### src/rtl/instr_fetch_decode.sv
// Instruction fetch/decode front end: fetches one 16-bit word per request from a
// synchronous program memory, splits it into four nibble fields and holds them for the consumer.
module instr_fetch_decode #(
    parameter int DATA_SIZE = 16,
    parameter int ADDR_SIZE = 5
) (
    input  logic                 clk,
    input  logic                 rstn,
    input  logic                 en,
    output logic                 mem_rd,
    output logic [ADDR_SIZE-1:0] mem_addr,
    input  logic [DATA_SIZE-1:0] mem_rdata,
    input  logic                 jump,
    input  logic [ADDR_SIZE-1:0] jump_addr,
    output logic                 dec_valid,
    input  logic                 dec_ready,
    output logic [3:0]           op_code,
    output logic [3:0]           mem_op,
    output logic [3:0]           left_op,
    output logic [3:0]           right_op,
    output logic [ADDR_SIZE-1:0] pc_out,
    output logic                 wrap,
    output logic [1:0]           dbg_state
);

    // Handshake: the decoded word transfers on a cycle where dec_valid && dec_ready
    // and jump is low; dec_valid never drops without a transfer unless jump redirects.
    typedef enum logic [1:0] {
        ST_IDLE = 2'd0,
        ST_REQ  = 2'd1,
        ST_WAIT = 2'd2,
        ST_HOLD = 2'd3
    } state_t;

    state_t               state_q;
    logic [ADDR_SIZE-1:0] pc_q;
    logic [ADDR_SIZE-1:0] pc_d;
    logic [ADDR_SIZE-1:0] pc_out_q;
    logic [15:0]          word_q;
    logic                 mem_rd_q;
    logic                 dec_valid_q;
    logic                 wrap_q;
    logic                 discard_q;
    state_t               exit_state_d;

    always_comb begin
        pc_d         = pc_q + {{(ADDR_SIZE-1){1'b0}}, 1'b1};
        exit_state_d = en ? ST_REQ : ST_IDLE;
    end

    always_ff @(posedge clk or negedge rstn) begin
        if (!rstn) begin
            state_q     <= ST_IDLE;
            pc_q        <= '0;
            pc_out_q    <= '0;
            word_q      <= '0;
            mem_rd_q    <= 1'b0;
            dec_valid_q <= 1'b0;
            wrap_q      <= 1'b0;
            discard_q   <= 1'b0;
        end else begin
            wrap_q <= 1'b0;
            // A redirect always wins; the WAIT increment below only runs without one.
            if (jump) begin
                pc_q <= jump_addr;
            end
            case (state_q)
                ST_IDLE: begin
                    if (en) begin
                        state_q  <= ST_REQ;
                        mem_rd_q <= 1'b1;
                    end
                end
                ST_REQ: begin
                    state_q   <= ST_WAIT;
                    mem_rd_q  <= 1'b0;
                    discard_q <= jump;
                end
                ST_WAIT: begin
                    discard_q <= 1'b0;
                    // The returning word belongs to a stale pc if a jump hit REQ or WAIT.
                    if (jump || discard_q) begin
                        state_q  <= exit_state_d;
                        mem_rd_q <= en;
                    end else begin
                        word_q      <= mem_rdata[15:0];
                        pc_out_q    <= pc_q;
                        pc_q        <= pc_d;
                        wrap_q      <= (pc_q == '1);
                        dec_valid_q <= 1'b1;
                        state_q     <= ST_HOLD;
                    end
                end
                ST_HOLD: begin
                    if (jump || dec_ready) begin
                        dec_valid_q <= 1'b0;
                        state_q     <= exit_state_d;
                        mem_rd_q    <= en;
                    end
                end
                default: begin
                    state_q  <= ST_IDLE;
                    mem_rd_q <= 1'b0;
                end
            endcase
        end
    end

    assign mem_rd    = mem_rd_q;
    assign mem_addr  = pc_q;
    assign dec_valid = dec_valid_q;
    assign op_code   = word_q[15:12];
    assign mem_op    = word_q[11:8];
    assign left_op   = word_q[7:4];
    assign right_op  = word_q[3:0];
    assign pc_out    = pc_out_q;
    assign wrap      = wrap_q;
    assign dbg_state = state_q;

endmodule

### config.mk
export PLATFORM = sky130hd
export DESIGN_NAME = instr_fetch_decode
export DESIGN_NICKNAME = d
export VERILOG_FILES = /design/src/rtl/instr_fetch_decode.sv
export SDC_FILE = /design/constraint.sdc
export NUM_CORES = 1
export LEC_CHECK = 0
export CORE_MARGIN = 2
export CORE_UTILIZATION = 43
export DETAILED_ROUTE_END_ITERATION = 12
export GPL_TIMING_DRIVEN = 0
export PLACE_DENSITY_LB_ADDON = 0.15
export SLEW_MARGIN = 5
export SYNTH_ARGS = -nofsm -noshare
export SYNTH_HDL_FRONTEND = slang
export SYNTH_SLANG_ARGS = --single-unit
### constraint.sdc
create_clock -name clk -period 2.25 [get_ports clk]
set_input_delay 0.3375 -clock clk [delete_from_list [all_inputs] [get_ports clk]]
set_output_delay 0.3375 -clock clk [all_outputs]
set_load 0.01 [all_outputs]
==> results of run 1 <==
sequential cells by signal (all words and copies together) (netlist names):
| name | cells |
|---|---|
| dbg_state | 2 |
| dec_valid | 1 |
| discard_q | 1 |
| mem_addr | 5 |
| mem_rd | 1 |
| pc_out | 5 |
| word_q | 16 |
| wrap | 1 |
worst max path at each step:
stage | startpoint | slack (ns) | to
floorplan | dbg_state[0]$_DFFE_PN0P_ | 0.47 | word_q[10]$_DFFE_PN0P_
global placement | jump | 0.18 | word_q[11]$_DFFE_PN0P_
detailed placement | jump | 0.15 | word_q[12]$_DFFE_PN0P_
CTS | dbg_state[0]$_DFFE_PN0P_ | 0.27 | word_q[12]$_DFFE_PN0P_
global route | dbg_state[0]$_DFFE_PN0P_ | 0.16 | pc_out[2]$_DFFE_PN0P_
finish | dbg_state[0]$_DFFE_PN0P_ | 0.31 | pc_out[4]$_DFFE_PN0P_
cells in the mapped netlist:
cell,instances,area share
dfrtp_1,32,0.55
mux2_2,22,0.17
o21ai_0,8,0.028
ha_1,7,0.060
nand2_1,7,0.018
inv_1,3,0.0078
nor2b_1,3,0.013
and3_1,2,0.0086
buf_6,2,0.016
mux2i_1,2,0.014
nand3b_1,2,0.010
nor2_1,2,0.0052
nor4_1,2,0.0086
xor2_1,2,0.012
a211o_1,1,0.0060
a21oi_1,1,0.0034
a22o_1,1,0.0060
a32oi_1,1,0.0060
buf_2,1,0.0034
nand2b_1,1,0.0043
nand3_1,1,0.0034
nor3_1,1,0.0034
nor3_2,1,0.0069
nor3b_1,1,0.0052
nor3b_4,1,0.013
o21bai_1,1,0.0052
o2bb2ai_1,1,0.0060
or2_2,1,0.0043
through the flow:
stage | cell area [sq um] | setup slack [ns] | hold WS, ns | total power, mW
floorplan | 1450 | 0.473 | 0.0419 | 1.62
global placement | 2070 | 0.176 | 0.488 | 2.25
finish | 2130 | 0.307 | 0.0344 | 2.63
detailed placement | 2060 | 0.145 | 0.434 | 2.30
CTS | 2130 | 0.267 | 0.0583 | 2.67
global route | 2130 | 0.165 | 0.0812 | 2.83
metal layers:
metal	global-route usage	vias up
li1	-	514
met1	0.194	511
met2	0.310	42
met3	0.0787	5
met4	0.0729	0
met5	0	-
layout make-up:
cell class	count	area (sq um)
Buffer	3	27.5
Inverter	3	11.3
Multi-Input combinational cell	72	612
Clock buffer	6	51.3
Fill cell	278	1160
Tap cell	46	57.6
Clock inverter	2	10.0
Timing Repair Buffer	56	556
Sequential cell	32	801
cells by family after synthesis:
group                    synth area share
adder cells (fa/ha/maj)            0.0603
buffers and inverters              0.0267
AO/OA/AOI/OAI                      0.0603
multiplexers                        0.184
flip-flops                          0.552
AND/OR/NAND/NOR                     0.104
XOR/XNOR                           0.0121
power breakdown:
part | leakage, nW | internal (mW) | switching, mW
Clock | 0.0380 | 0.149 | 0.203
Combinational | 0.484 | 0.785 | 0.478
Sequential | 0.386 | 0.835 | 0.183
critical path: cells and delay by family (launching register included):
kind / cells / cell delay, ns
buf+inv: 2 / 0.39
flops: 1 / 0.42
simple gates: 1 / 0.46
fa+ha+maj: 1 / 0.22
mux: 1 / 0.34
==> results.toml, run 1 <==
[status]
run_status = "completed"

[timing]
finalSetupTns_ns = 0
hold_violations = 0
finClkSkew_ns = 0.00465
worst_slew_pin_slew_ns = 0.701
fmax_ghz = 0.515
setup_viol = 0
slew_viol_final = 0
slew_headroom = 0.533
period_needed_ns = 1.94
fin_crit_sh = 0.864
rsz0062_at_grt = "false"

[logic_synthesis]
synth_cell_types = 28
syn_area_per_cell_sq_um = 13.2
synth_area_sq_um = 1450
syn-instance-count = 110
synth-seq-cells = 32
yosysWarnings = 0
synth.yosys.seq_area_share = 0.552
synth_nets = 143

[pwr]
p_leak_nw = 0.908
peakVddDrop_uv = 662
power_density_nw_per_um2 = 1240

[critical_path]
crit_chain = "inv_1 > ha_1 > nor3b_4 > buf_6 > mux2_2"
crit_type = "reg -> reg"
crit_path_end_kind = "register"
crit_path_start_kind = "register"
slowest_delay_ns = 0.46
r2r_cells = 5
critical_path_arrival_ns = 2.17
r2r-end = "pc_out[4]$_DFFE_PN0P_"
rrSetupSlack_ns = 0.31
r2r_start = "dbg_state[0]$_DFFE_PN0P_"
cp_max_fo = 10
slowest_stage = "nor3b_4"
critPathRequiredTime_ns = 2.48

[layout]
insertedDiodeCount = 0
final_common_cell = "clkdlybuf4s50_1"
layout.cells.non_filler = 220
most-common-layout-cells = "clkdlybuf4s50_1 (55), dfrtp_1 (32), mux2_2 (22)"
final_util = 0.647
drive_gt1_frac = 0.213
nNetsFinal = 206
area_growth_pct = 46.5

[die]
rows = 21
die_y_um = 62.1
die-area_sq_um = 3860
die_w_um = 62.1
start_util = 0.442
core_sq_um = 3280
ios = 57

[global_routing]
grt_max_degree = 33
overflow = 0
track_usage = 0.180
first_global_vias = 1071
antenna_found_initial = 0
grt_pass1_wl_mm = 4.81

[routing]
wl_met2_mm = 1.57
drt-pass1-iter-count = 4
met3_length_um = 284
drt-wirelength-per-cell_um = 14.1
top_layer = "met4"
ant_nets = 0
wl_met1_mm = 1.20
post-route-drc-count = 0
drt_iter0_markers = 32
num_vias = 1072
finalWirelength_mm = 3.11
vias_per_cell = 4.87

[run]
drv_cap = 0

[clocking]
cts-root-buf = "clkbuf_4"
cts-resized-gates = 0
cts_made_buffers = 5
cts_buffer_depth = 2
cts.reportedPaths.clkPinSlew_ns = 0.10
clock_latency_ns = 0.34
post_cts_buffers = 0
htreeDepth = 2
cts_tree = "built"
cts.sinks = 32
hold_buffers = 0

[place]
place_inst = 212
place.detailed.hpwl_mm = 2.30
io_buffers = 56
gp_congestion = 0.808

[hold_path]
min_path_type = "in -> async"
No activity file was read; power rests on OpenSTA's default activity.
==> inputs of run 2 (changes only) <==
- CAP_MARGIN: default -> 20
- MAX_ROUTING_LAYER: default -> met4
==> results.toml, run 2 (same netlist as run 1, synthesis figures left out) <==
[layout]
regMostFlops = "word_q"
area_growth_pct = 46.5
nNetsFinal = 206
final_common_cell = "clkdlybuf4s50_1"
fillers = 278
largest_reg_flops = 16
most-common-layout-cells = "clkdlybuf4s50_1 (55), dfrtp_1 (32), mux2_2 (22)"
stdcell_area_sq_um = 2130
layout.cells.non_filler = 220
drive_gt1_frac = 0.213
insertedDiodeCount = 0
final_util = 0.647

[timing]
slew_headroom = 0.532
worst_slew_pin_slew_ns = 0.702
period_needed_ns = 1.94
hold_slack_ns = 0.0341
finClkSkew_ns = 0.00518
hold_violations = 0
finalSetupTns_ns = 0
fin_crit_sh = 0.864
fmax_ghz = 0.514
timing.final.ws_setup_ns = 0.305
slew_viol_final = 0
rsz0062_at_grt = "false"
setup_viol = 0

[die]
rows = 21
die_w_um = 62.1
core_sq_um = 3280
die_y_um = 62.1
ios = 57
die-area_sq_um = 3860
start_util = 0.442

[run]
drv_cap = 0

[routing]
drt-pass1-iter-count = 4
finalWirelength_mm = 3.12
drt-wirelength-per-cell_um = 14.2
num_vias = 1072
post-route-drc-count = 0
drt_iter0_markers = 31
ant_nets = 0
vias_per_cell = 4.87

[clocking]
clock_latency_ns = 0.34
cts-resized-gates = 0
cts.reportedPaths.clkPinSlew_ns = 0.10
hold_buffers = 0
cts_tree = "built"
cts.sinks = 32
cts_made_buffers = 5
cts_buffer_depth = 2
htreeDepth = 2
cts-root-buf = "clkbuf_4"
post_cts_buffers = 0

[critical_path]
r2r_cells = 5
crit_path_start_kind = "register"
r2r-end = "pc_out[4]$_DFFE_PN0P_"
cp_max_fo = 10
crit_type = "reg -> reg"
rrSetupSlack_ns = 0.31
critPathRequiredTime_ns = 2.48
critical_path_arrival_ns = 2.17
r2r_start = "dbg_state[0]$_DFFE_PN0P_"
crit_path_end_kind = "register"

[global_routing]
grt_pass1_wl_mm = 4.81
grt_max_degree = 33
track_usage = 0.186
antenna_found_initial = 0
first_global_vias = 1071
overflow = 0

[place]
place.detailed.hpwl_mm = 2.30
place_inst = 212
gp_congestion = 0.820
dpl-instance-area_sq_um = 2060
io_buffers = 56
post-place-ws_ns = 0.145

[pwr]
finalPower_mw = 2.64
peakVddDrop_uv = 663
power_density_nw_per_um2 = 1240
p_leak_nw = 0.908

[hold_path]
min_path_type = "in -> async"

[status]
run_status = "completed"
[run 2: cell counts in the layout (fill, tap and decap cells not counted)]
Identical to the previous run, type by type.
[run 2: worst max path at each step]
| stage | to | startpoint | cells after the start | slack [ns] |
|---|---|---|---|---|
| final | pc_out[4]$_DFFE_PN0P_ | dbg_state[0]$_DFFE_PN0P_ | 5 | 0.31 |
| after global routing | pc_out[2]$_DFFE_PN0P_ | dbg_state[0]$_DFFE_PN0P_ | 5 | 0.16 |
| after CTS | word_q[12]$_DFFE_PN0P_ | dbg_state[0]$_DFFE_PN0P_ | 5 | 0.27 |
| after global placement | word_q[11]$_DFFE_PN0P_ | jump | 4 | 0.18 |
| after floorplan | word_q[10]$_DFFE_PN0P_ | dbg_state[0]$_DFFE_PN0P_ | 5 | 0.47 |
| after detailed placement | word_q[12]$_DFFE_PN0P_ | jump | 4 | 0.15 |
[run 2: per-layer routing]
metal	vias to the layer above	track usage	share of wire	wire, um
met1	512	0.200	0.40	1250
met5	-	-	0	0
met2	42	0.310	0.50	1570
met3	5	0.0683	0.079	246
met4	0	0.0729	0.018	55
li1	513	-	-	-
[run 2: final cells by class]
| type | instances | area [sq um] | share of cell area |
|---|---|---|---|
| flip-flops and latches | 32 | 801 | 0.377 |
| multi-input cells | 72 | 612 | 0.288 |
| repair buffers | 56 | 556 | 0.261 |
| well taps | 46 | 57.6 | 0.0271 |
| clock buffers | 6 | 51.3 | 0.0241 |
| plain buffers | 3 | 27.5 | 0.0129 |
| inverters | 3 | 11.3 | 0.00530 |
| clock inverters | 2 | 10.0 | 0.00471 |
[run 2: where the power goes]
part | internal [mW] | leakage [nW] | switching (mW)
logic | 0.785 | 0.484 | 0.481
registers | 0.835 | 0.386 | 0.183
clock network | 0.149 | 0.0380 | 0.203
[run 2: critical path, cell delays in order (launching register included)]
cell	delay, ns
dfrtp_1	0.42
inv_1	0.17
ha_1	0.22
nor3b_4	0.46
buf_6	0.22
mux2_2	0.34
